File: config.mk
export PLATFORM = sky130hd
export DESIGN_NAME = keycode_event_queue
export DESIGN_NICKNAME = d
export VERILOG_FILES = /design/src/rtl/keyboard_pkg.sv /design/src/rtl/sync_fifo.sv /design/src/rtl/keycode_event_queue.sv
export SDC_FILE = /design/constraint.sdc
export NUM_CORES = 1
export LEC_CHECK = 0
export BUFFER_PORTS_ARGS = -buffer_cell sky130_fd_sc_hd__buf_4
export CAP_MARGIN = 5
export CORE_ASPECT_RATIO = 0.7
export CORE_UTILIZATION = 35
export DETAILED_ROUTE_END_ITERATION = 6
export PLACE_DENSITY = 0.55
export SYNTH_ARGS = -nofsm -noshare
export SYNTH_HDL_FRONTEND = slang
export SYNTH_SLANG_ARGS = --single-unit
File: constraint.sdc
create_clock -name clk -period 7.15 [get_ports clk]
set_clock_uncertainty 0.05 [all_clocks]
set_input_delay 1.43 -clock clk [delete_from_list [all_inputs] [get_ports clk]]
set_output_delay 1.43 -clock clk [all_outputs]
set_load 0.01 [all_outputs]
File: src/rtl/keyboard_pkg.sv
// Shared constants, types and helpers for the PS/2 set-2 key event path.
// Prefix bytes, idle-state control bytes, decoder states and the event record.
package keyboard_pkg;

  localparam logic [7:0] PFX_EXT   = 8'hE0;
  localparam logic [7:0] PFX_BRK   = 8'hF0;
  localparam logic [7:0] PFX_PAUSE = 8'hE1;

  // Bytes after the E1 that complete a pause sequence (8 bytes total).
  localparam int unsigned PAUSE_TAIL = 7;

  localparam int unsigned N_CTRL = 6;
  localparam logic [7:0] CTRL_BYTES [N_CTRL] = '{8'hFA, 8'hAA, 8'hEE, 8'hFE, 8'h00, 8'hFF};

  typedef enum logic [1:0] {
    ST_IDLE,
    ST_PFX,
    ST_PAUSE
  } dec_state_t;

  localparam int unsigned EVT_W = 10;

  typedef struct packed {
    logic       ext;
    logic       make;
    logic [7:0] code;
  } key_event_t;

  function automatic logic is_ctrl_byte(input logic [7:0] b);
    logic hit;
    hit = 1'b0;
    for (int i = 0; i < N_CTRL; i++) begin
      if (b == CTRL_BYTES[i]) hit = 1'b1;
    end
    return hit;
  endfunction

endpackage

File: src/rtl/sync_fifo.sv
// First-word fall-through synchronous FIFO with occupancy level.
// The head is held in a register so the output is stable and holds its last value when empty.
module sync_fifo #(
  parameter int WIDTH = 10,
  parameter int DEPTH = 8
) (
  input  logic                     clk,
  input  logic                     reset,
  input  logic                     i_push,
  input  logic [WIDTH-1:0]         i_data,
  input  logic                     i_pop,
  output logic [WIDTH-1:0]         o_data,
  output logic                     o_empty,
  output logic                     o_full,
  output logic [$clog2(DEPTH):0]   o_level
);

  localparam int AW = $clog2(DEPTH);

  logic [WIDTH-1:0] r_mem [DEPTH];
  logic [AW-1:0]    r_wr_ptr;
  logic [AW-1:0]    r_rd_ptr;
  logic [AW:0]      r_level;
  logic [WIDTH-1:0] r_head;

  logic        w_pop;
  logic        w_push;
  logic [AW-1:0] w_rd_next;
  logic [AW:0] w_remain;
  logic [AW:0] w_level_next;

  assign o_empty = (r_level == '0);
  assign o_full  = (r_level == (AW+1)'(DEPTH));
  assign o_level = r_level;
  assign o_data  = r_head;

  // NOTE: every signal assigned in always_comb gets a default first, so no path leaves a latch.
  always_comb begin
    w_pop        = i_pop && !o_empty;
    w_push       = i_push && (!o_full || w_pop);
    w_rd_next    = r_rd_ptr + AW'(w_pop);
    w_remain     = r_level - (AW+1)'(w_pop);
    w_level_next = w_remain + (AW+1)'(w_push);
  end

  // NOTE: storage has no reset; validity is tracked by the level, so only control state is reset.
  always_ff @(posedge clk) begin
    if (w_push) r_mem[r_wr_ptr] <= i_data;
  end

  always_ff @(posedge clk) begin
    if (reset) begin
      r_wr_ptr <= '0;
      r_rd_ptr <= '0;
      r_level  <= '0;
      r_head   <= '0;
    end else begin
      if (w_push) r_wr_ptr <= r_wr_ptr + AW'(1);
      r_rd_ptr <= w_rd_next;
      r_level  <= w_level_next;
      // The next head is the incoming word only when nothing older remains.
      if (w_level_next != '0) begin
        r_head <= (w_remain == '0) ? i_data : r_mem[w_rd_next];
      end
    end
  end

endmodule

File: src/rtl/keycode_event_queue.sv
// PS/2 set-2 scan-byte decoder with typematic repeat filter and an event FIFO.
// Prefix/pause sequences are collapsed into {ext, make, code} events for the consumer.
module keycode_event_queue
  import keyboard_pkg::*;
#(
  parameter int FIFO_DEPTH    = 8,
  parameter int REPEAT_FILTER = 1,
  parameter int PAUSE_EN      = 1,
  parameter int FILTER_CTRL   = 0
) (
  input  logic                          clk,
  input  logic                          reset,
  input  logic                          ps2_key_en,
  input  logic [7:0]                    ps2_key_data,
  output logic [7:0]                    event_code,
  output logic                          event_ext,
  output logic                          event_make,
  output logic                          event_valid,
  input  logic                          event_ready,
  output logic [$clog2(FIFO_DEPTH):0]   fifo_level,
  output logic                          overflow
);

  dec_state_t r_state;
  dec_state_t w_state_next;
  logic       r_ext;
  logic       r_brk;
  logic       w_ext_next;
  logic       w_brk_next;
  logic [2:0] r_cnt;
  logic [2:0] w_cnt_next;

  logic       w_complete;
  logic       w_is_pause;
  key_event_t w_evt;
  logic       w_drop;
  logic       w_push;
  logic       w_pop_req;
  logic       r_overflow;

  key_event_t w_head;
  logic       w_empty;
  logic       w_full;

  always_ff @(posedge clk) begin
    if (reset) begin
      r_state <= ST_IDLE;
      r_ext   <= 1'b0;
      r_brk   <= 1'b0;
      r_cnt   <= '0;
    end else begin
      // NOTE: state registers use non-blocking assignment so every flop samples pre-edge values.
      r_state <= w_state_next;
      r_ext   <= w_ext_next;
      r_brk   <= w_brk_next;
      r_cnt   <= w_cnt_next;
    end
  end

  always_comb begin
    w_state_next = r_state;
    w_ext_next   = r_ext;
    w_brk_next   = r_brk;
    w_cnt_next   = r_cnt;
    w_complete   = 1'b0;
    w_is_pause   = 1'b0;
    w_evt        = '0;
    if (ps2_key_en) begin
      unique case (r_state)
        ST_IDLE: begin
          if (ps2_key_data == PFX_EXT) begin
            w_ext_next   = 1'b1;
            w_state_next = ST_PFX;
          end else if (ps2_key_data == PFX_BRK) begin
            w_brk_next   = 1'b1;
            w_state_next = ST_PFX;
          end else if (ps2_key_data == PFX_PAUSE && PAUSE_EN != 0) begin
            w_cnt_next   = 3'(PAUSE_TAIL);
            w_state_next = ST_PAUSE;
          end else if (FILTER_CTRL != 0 && is_ctrl_byte(ps2_key_data)) begin
            w_state_next = ST_IDLE;
          end else begin
            w_complete = 1'b1;
            w_evt      = '{ext: 1'b0, make: 1'b1, code: ps2_key_data};
          end
        end
        ST_PFX: begin
          if (ps2_key_data == PFX_BRK) begin
            w_brk_next = 1'b1;
          end else if (ps2_key_data == PFX_EXT) begin
            w_ext_next = 1'b1;
          end else begin
            w_complete   = 1'b1;
            w_evt        = '{ext: r_ext, make: ~r_brk, code: ps2_key_data};
            w_ext_next   = 1'b0;
            w_brk_next   = 1'b0;
            w_state_next = ST_IDLE;
          end
        end
        ST_PAUSE: begin
          w_cnt_next = r_cnt - 3'd1;
          if (r_cnt == 3'd1) begin
            w_complete   = 1'b1;
            w_is_pause   = 1'b1;
            w_evt        = '{ext: 1'b1, make: 1'b1, code: PFX_PAUSE};
            w_state_next = ST_IDLE;
          end
        end
        default: w_state_next = ST_IDLE;
      endcase
    end
  end

  // Key-state map indexed {ext, code}; updated even when the FIFO drops the event.
  if (REPEAT_FILTER != 0) begin : g_filter
    logic [511:0] r_held;
    logic [8:0]   w_idx;

    assign w_idx  = {w_evt.ext, w_evt.code};
    assign w_drop = w_evt.make && r_held[w_idx] && !w_is_pause;

    always_ff @(posedge clk) begin
      if (reset) begin
        r_held <= '0;
      end else if (w_complete && !w_is_pause) begin
        r_held[w_idx] <= w_evt.make;
      end
    end
  end else begin : g_no_filter
    assign w_drop = 1'b0;
  end

  assign w_push    = w_complete && !w_drop;
  assign w_pop_req = event_valid && event_ready;

  sync_fifo #(
    .WIDTH (EVT_W),
    .DEPTH (FIFO_DEPTH)
  ) u_fifo (
    .clk     (clk),
    .reset   (reset),
    .i_push  (w_push),
    .i_data  (w_evt),
    .i_pop   (event_ready),
    .o_data  (w_head),
    .o_empty (w_empty),
    .o_full  (w_full),
    .o_level (fifo_level)
  );

  always_ff @(posedge clk) begin
    if (reset) r_overflow <= 1'b0;
    else       r_overflow <= w_push && w_full && !w_pop_req;
  end

  assign event_valid = !w_empty;
  assign event_code  = w_head.code;
  assign event_ext   = w_head.ext;
  assign event_make  = w_head.make;
  assign overflow    = r_overflow;

endmodule

Word-level counts from Yosys, hierarchy flattened
Memory sizes are Yosys's and may differ from the RTL's.
Index checks and enable logic that the tools add are counted.
{ "totals": {"output_inout_bits": 16, "wordCells": 107, "mem_count": 1, "ff_bits": 540, "in_bits": 12, "ramBits": 80} }
{ "op_classes": {"n_eq_ne": 17, "order_cmp": 2, "mux": 46, "reduce_logical": 25, "add_sub_neg": 5, "n_bitwise": 1} }
{ "memory_table": {"columns": ["memory", "words", "word_bits", "read_ports", "rd_ports_with_merged_regs", "write_ports", "line_no", "rtl"], "rows": [
  ["u_fifo.r_mem", 8, 10, 1, 0, 1, "sync_fifo.sv:20", "logic [WIDTH-1:0] r_mem [DEPTH];"]
]} }
{ "ops": {"columns": ["cell", "n"], "rows": [
  ["512-bit bitwise mux", 1],
  ["10-bit two-way mux", 5],
  ["10-bit case mux with 3 select lines", 1],
  ["9-bit two-way mux", 3],
  ["8-bit equality test (second input constant)", 3],
  ["1-bit two-way mux", 20],
  ["2-bit inequality test (second input constant)", 8],
  ["5-bit AND reduction", 3],
  ["2-bit two-way mux", 6],
  ["9-bit by 10-bit < comparator with 1-bit output (second input constant)", 1],
  ["1-bit binary-select mux with 9-bit select", 1],
  ["1-bit demux with 9-bit select", 1],
  ["9-bit by 1-bit >= comparator with 1-bit output (second input constant)", 1],
  ["1-bit logical AND", 9],
  ["3-bit two-way mux", 3],
  ["4-bit zero test", 2],
  ["2-bit case mux with 3 select lines", 1],
  ["3-bit case mux with 2 select lines", 1],
  ["1-bit zero test", 5],
  ["4-bit by 1-bit adder with 4-bit output", 1],
  ["4-bit equality test (second input constant)", 1],
  ["4-bit inequality test (second input constant)", 1],
  ["1-bit case mux with 2 select lines", 2],
  ["4-bit AND reduction", 1],
  ["14 further kinds", 15]
]} }

Longest topological paths before layout
{ "depth": {"ltp_word": 15, "depth_mapped": 27, "depth_no_buf": 21} }

Cells and area by module
Synthesis repeated with hierarchy kept, for this count alone.
{ "hier_totals": {"hier_cells": 3695, "hier_area_um2": 29006.6} }
{ "modules_own_cells": {"columns": ["mod", "cells_per_inst", "instances", "area_per_inst_um2", "seq_area_each_um2"], "rows": [
  ["keycode_event_queue", 3472, 1, 25017.7, 10410.0],
  ["sync_fifo", 223, 1, 3988.8, 2802.7]
]} }

Least setup slack after synthesis
Ideal clock, no wire load.
{ "synth_path": {"path_type": "input port to flip-flop", "startpoint": "input port ps2_key_data[3]", "endpoint": "register u_fifo.r_head[9] (netlist: u_fifo.o_data[9])", "required_ns": 6.972, "t_arrival_ns": 5.418, "slack_ns": 1.555, "stages": 23, "cell_sequence": "clkbuf_2 -> or3_1 -> buf_2 -> or4b_4 -> nand4_4 -> inv_4 -> buf_6 -> a31oi_1 -> nand3_1 -> a32o_1 -> a2111o_1 -> nor4b_4 -> buf_6 -> nor2_2 -> ha_1 -> ha_1 -> xor2_1 -> nand2_1 -> nor2_1 -> clkbuf_1 -> a211oi_1 -> a21oi_1 -> nor2_1"} }
{ "synth_via": {"elab_chain_len": 15} }
{ "synth_rtl": {"columns": ["item", "line_no", "rtl"], "rows": [
  ["start, declared", "keycode_event_queue.sv:14", "input logic [7:0] ps2_key_data,"],
  ["8-bit equality test", "keycode_event_queue.sv:77", "end else if (ps2_key_data == PFX_PAUSE && PAUSE_EN != 0) begin"],
  ["9-bit two-way mux", "keycode_event_queue.sv:77", null],
  ["9-bit two-way mux", "keycode_event_queue.sv:74", "end else if (ps2_key_data == PFX_BRK) begin"],
  ["9-bit two-way mux", "keycode_event_queue.sv:71", "if (ps2_key_data == PFX_EXT) begin"],
  ["10-bit case mux with 3 select lines *", "keycode_event_queue.sv:69", "unique case (r_state)"],
  ["10-bit two-way mux *", "keycode_event_queue.sv:68", "if (ps2_key_en) begin"],
  ["net u_fifo.i_data[5]", "sync_fifo.sv:10", "input logic [WIDTH-1:0] i_data,"],
  ["1-bit binary-select mux with 9-bit select *", "keycode_event_queue.sv:120", "assign w_drop = w_evt.make && r_held[w_idx] && !w_is_pause;"],
  ["1-bit two-way mux (not written as such) *", "keycode_event_queue.sv:120", null],
  ["1-bit logical AND * (2 in series)", "keycode_event_queue.sv:120", null],
  ["1-bit zero test *", "keycode_event_queue.sv:133", "assign w_push = w_complete && !w_drop;"],
  ["1-bit logical AND *", "keycode_event_queue.sv:133", null],
  ["1-bit logical AND *", "sync_fifo.sv:40", "w_push = i_push && (!o_full || w_pop);"],
  ["net u_fifo.w_push", "sync_fifo.sv:27", "logic w_push;"],
  ["4-bit by 1-bit adder with 4-bit output *", "sync_fifo.sv:43", "w_level_next = w_remain + (AW+1)'(w_push);"],
  ["4-bit nonzero test *", "sync_fifo.sv:62", "if (w_level_next != '0) begin"],
  ["end signal, assigned", "sync_fifo.sv:63", "r_head <= (w_remain == '0) ? i_data : r_mem[w_rd_next];"],
  ["end, declared", "sync_fifo.sv:24", "logic [WIDTH-1:0] r_head;"]
]} }
The timed path passes the listed nets; every way through them passes the cells marked *. The select of a mux whose other input is x is not followed.
A chain may end at the register's enable or synchronous reset.

Final worst setup path
{ "layout_path": {"startpoint": "input port ps2_key_data[1]", "endpoint": "register u_fifo.r_head[4] (netlist: u_fifo.o_data[4])"} }
{ "layout_via": {"elab_chain_len": 15} }
{ "layout_rtl": {"columns": ["item", "line_no"], "rows": [
  ["8-bit equality test", "keycode_event_queue.sv:77"],
  ["9-bit two-way mux", "keycode_event_queue.sv:77"],
  ["9-bit two-way mux", "keycode_event_queue.sv:74"],
  ["9-bit two-way mux", "keycode_event_queue.sv:71"],
  ["10-bit case mux with 3 select lines", "keycode_event_queue.sv:69"],
  ["10-bit two-way mux", "keycode_event_queue.sv:68"],
  ["1-bit binary-select mux with 9-bit select", "keycode_event_queue.sv:120"],
  ["1-bit two-way mux (not written as such)", "keycode_event_queue.sv:120"],
  ["1-bit logical AND (2 in series)", "keycode_event_queue.sv:120"],
  ["1-bit zero test", "keycode_event_queue.sv:133"],
  ["1-bit logical AND *", "keycode_event_queue.sv:133"],
  ["1-bit logical AND *", "sync_fifo.sv:40"],
  ["net u_fifo.w_push", "sync_fifo.sv:27"],
  ["4-bit by 1-bit adder with 4-bit output *", "sync_fifo.sv:43"],
  ["4-bit nonzero test *", "sync_fifo.sv:62"]
]} }
Marks and branches as above.

==> results.ini <==
[outcome]
status=complete, but fails checks
violations=DRC

[clocking]
clock_sinks=620
cts_setup_buffers=0
postCtsHoldBufs=0
cts_root_buffer=clkbuf_16
cts_inserted_buffers=58
clock_latency_ns=0.67
clkTransAtPathRegs_ns=0.06
cts_tree=done
cts_htree_levels=2
clockBufferDepth=3
cts.repair.resized=0

[timing]
fmax_mhz=156
worst_pin_slew_ns=1.25
final-max-slew-violation-count=0
setup-violations-final=0
hold_violations=0
min_period_ns=6.40
setup_tns_ns=0
min_period_over_period_pct=89.5
fin_ws_ns=0.753
max_slew_margin_pct=16.7
rsz0062_at_grt=no

[power_and_ir_drop]
power_leakage_uw=0.00951
ir_worst_vdd_mv=0.187
power_density_mw_per_mm2=252
p_total_uw=8010

[place]
portBuffers=27
hpwl_microns=67900
place_ws_ns=0.337
dpl_cell_area_sq_mm=0.0299
gp_congestion=0.905
dp.cells=4415

[worst_hold_path]
hold_path.class=flop to flop
min_to=g_filter.r_held[20]
min-delay-start=g_filter.r_held[20]
min_path_cells=2

[route]
met2_length_microns=48800
routed-wl-met3_microns=14800
highest_layer=met4
finalWirelength_microns=120000
drt_pass1_iterations=7
route.vias.total=28600
drt_iter0_drc=4538
antenna_left=0
drt-met1-wl_microns=53000
wl_per_cell_microns=26.5
drc=2
routed_via_density=6.32

[synth]
synth-simple-area-share_pct=19.8
netlist_instances=3598
ys_ff_latch=620
ys_seq_area_share_pct=45.9
async_reset_ff_share_pct=0
synthMuxAreaShare_pct=4.15
synth_top_area_cell=dfxtp_1
syn_area_sq_mm=0.0288
synth_xor_area_share_pct=0.183
synth_top_family_by_area=compound AO/OA/AOI/OAI gates
ys_top_cells_by_area=dfxtp_1, a21oi_1, nand3_1, o21ai_0, edfxtp_1
synth-edff-count=80
ys_warn_count=0
synth_adder_area_share_pct=0.391
synth-main-ff-cell=dfxtp_1
syn_avg_cell_area_sq_um=8.00
synth_top_area_share_pct=37.6
synth_compound_area_share_pct=23.9
synth_cell_types=80
synthesis.nets=3619

[finish]
fin_nets=3429
multi_input_area_sq_mm=0.0142
final_cells=4522
drive_above_1_share_pct=9.53
fillCellCount=8334
antenna_cells=0
fin_area_sq_mm=0.0318
ff_latch_area_sq_mm=0.0132
syn2layout_area_growth_pct=10.5

[floorplan]
die_y_microns=242
ios=28
start_util_pct=35.5
core_sq_mm=0.0810
die_x_microns=345
rows=87
die-area_sq_mm=0.0834

[worst_setup_path]
r2r_start=r_cnt[0]
reg2regPathDepth=23
ff2ff_setup_slack_ns=1.07
cp.required_ns=7.61
r2r-end=u_fifo.o_data[4]
critPathKind=input pin to flop
arrival_ns=6.85
cp-start-kind=input pin
path_max_fanout=24
end_kind=flop

[global_route]
grt_first_pass_wirelength_microns=177000
antenna_found_initial=4
grtUsageTotal_pct=27.8
grt_max_degree=226
grt_pass1_vias=25700
overflow=0

[flow_run]
drv_cap=0

## routing by layer
layer  vias up  global-route usage (%)
met2      1751                    37.9
li1      12600                       -
met1     13900                    42.4
met4         0                    7.99
met5         -                       0
met3       252                    6.73
## synthesized netlist by cell type (all sizes together) (24+ instances only)
| cell type | count |
|---|---|
| edfxtp | 80 |
| buf | 68 |
| o22ai | 24 |
| a21oi | 594 |
| nand3 | 593 |
| o21ai | 528 |
| clkbuf | 325 |
| mux2i | 71 |
| dfxtp | 540 |
| nor2 | 95 |
| nor3 | 25 |
| a32oi | 28 |
| nand2 | 355 |
## power by group
| part | leakage [uW] | internal [uW] | total, uW | switching, uW |
|---|---|---|---|---|
| Sequential | 0.00509 | 3580 | 3610 | 33.0 |
| Clock | 0.000908 | 1690 | 3140 | 1440 |
| Combinational | 0.00351 | 445 | 1260 | 817 |
| Total | 0.00951 | 5720 | 8010 | 2290 |
## cells in the final DEF, fill, tap and decap left out, types with 12 or more instances in the layout
cell type	n
a31oi_1	20
o22ai_1	24
nor2_4	14
nor2b_1	16
buf_4	138
mux2i_1	71
a21oi_1	593
nor4_1	12
nand3_1	587
a32oi_1	28
nand2_1	343
clkbuf_8	14
mux4_2	20
edfxtp_1	80
a221oi_1	18
nor3_1	18
clkbuf_1	16
nand2_2	12
o21ai_0	521
a211oi_1	15
nand4_1	14
clkbuf_16	59
nor2_1	77
a22oi_1	14
dfxtp_1	540
## worst max path at each step
stage,from,endpoint,slack (ns),cells past startpoint
finish,ps2_key_data[1],u_fifo.o_data[4],0.75,22
CTS,ps2_key_data[1],u_fifo.o_data[4],1.01,22
global route,ps2_key_data[1],u_fifo.o_data[4],0.51,22
floorplan,ps2_key_data[3],u_fifo.o_data[9],1.55,23
global placement,ps2_key_data[1],u_fifo.o_data[0],0.35,22
detailed placement,ps2_key_data[1],u_fifo.o_data[4],0.34,22
## sequential cells by signal, summed over array words and instances, names as in the netlist
name             cells
g_filter.r_held    512
overflow             1
r_brk                1
r_cnt                3
r_ext                1
r_state              2
u_fifo.o_data       10
u_fifo.o_level       4
u_fifo.r_mem        80
u_fifo.r_rd_ptr      3
u_fifo.r_wr_ptr      3
## critical path: stages
cell and delay [ns]:
buf_4 0.16, or3_1 0.54, a211oi_2 0.30, a21o_4 0.18
inv_4 0.15, buf_4 0.28, mux2_2 0.25, o22ai_1 0.10
nor4_1 1.02, nor2_1 0.20, nand4bb_1 0.30, nor4b_4 0.46
nor2_2 0.14, ha_1 0.24, ha_1 0.19, xor2_1 0.19
nand2_1 0.08, nor2_1 0.09, buf_4 0.24, a211oi_1 0.07
a21oi_1 0.16, nor2_1 0.06
## cells by family after synthesis
family | after synthesis
AO/OA/AOI/OAI | 1279
AND/OR/NAND/NOR | 1184
flip-flops | 620
buffers and inverters | 406
multiplexers | 94
adder cells (fa/ha/maj) | 9
XOR/XNOR | 6
## layout make-up
type / instances / area share, %
sequential: 620 / 41.6
inverter: 13 / 0.193
clock buffer: 89 / 5.44
multi-input combinational: 2572 / 44.7
tap: 1068 / 4.20
clock inverter: 17 / 0.370
timing repair buffer: 143 / 3.56
## through the flow
step / hold slack (ns) / util [%]
after floorplan: 0.381 / -
after global placement: 0.396 / 37.0
after detailed placement: 0.398 / 37.0
after CTS: 0.408 / 39.2
after global routing: 0.427 / 39.3
final: 0.406 / 39.3
(Power assumes the default switching activity.)
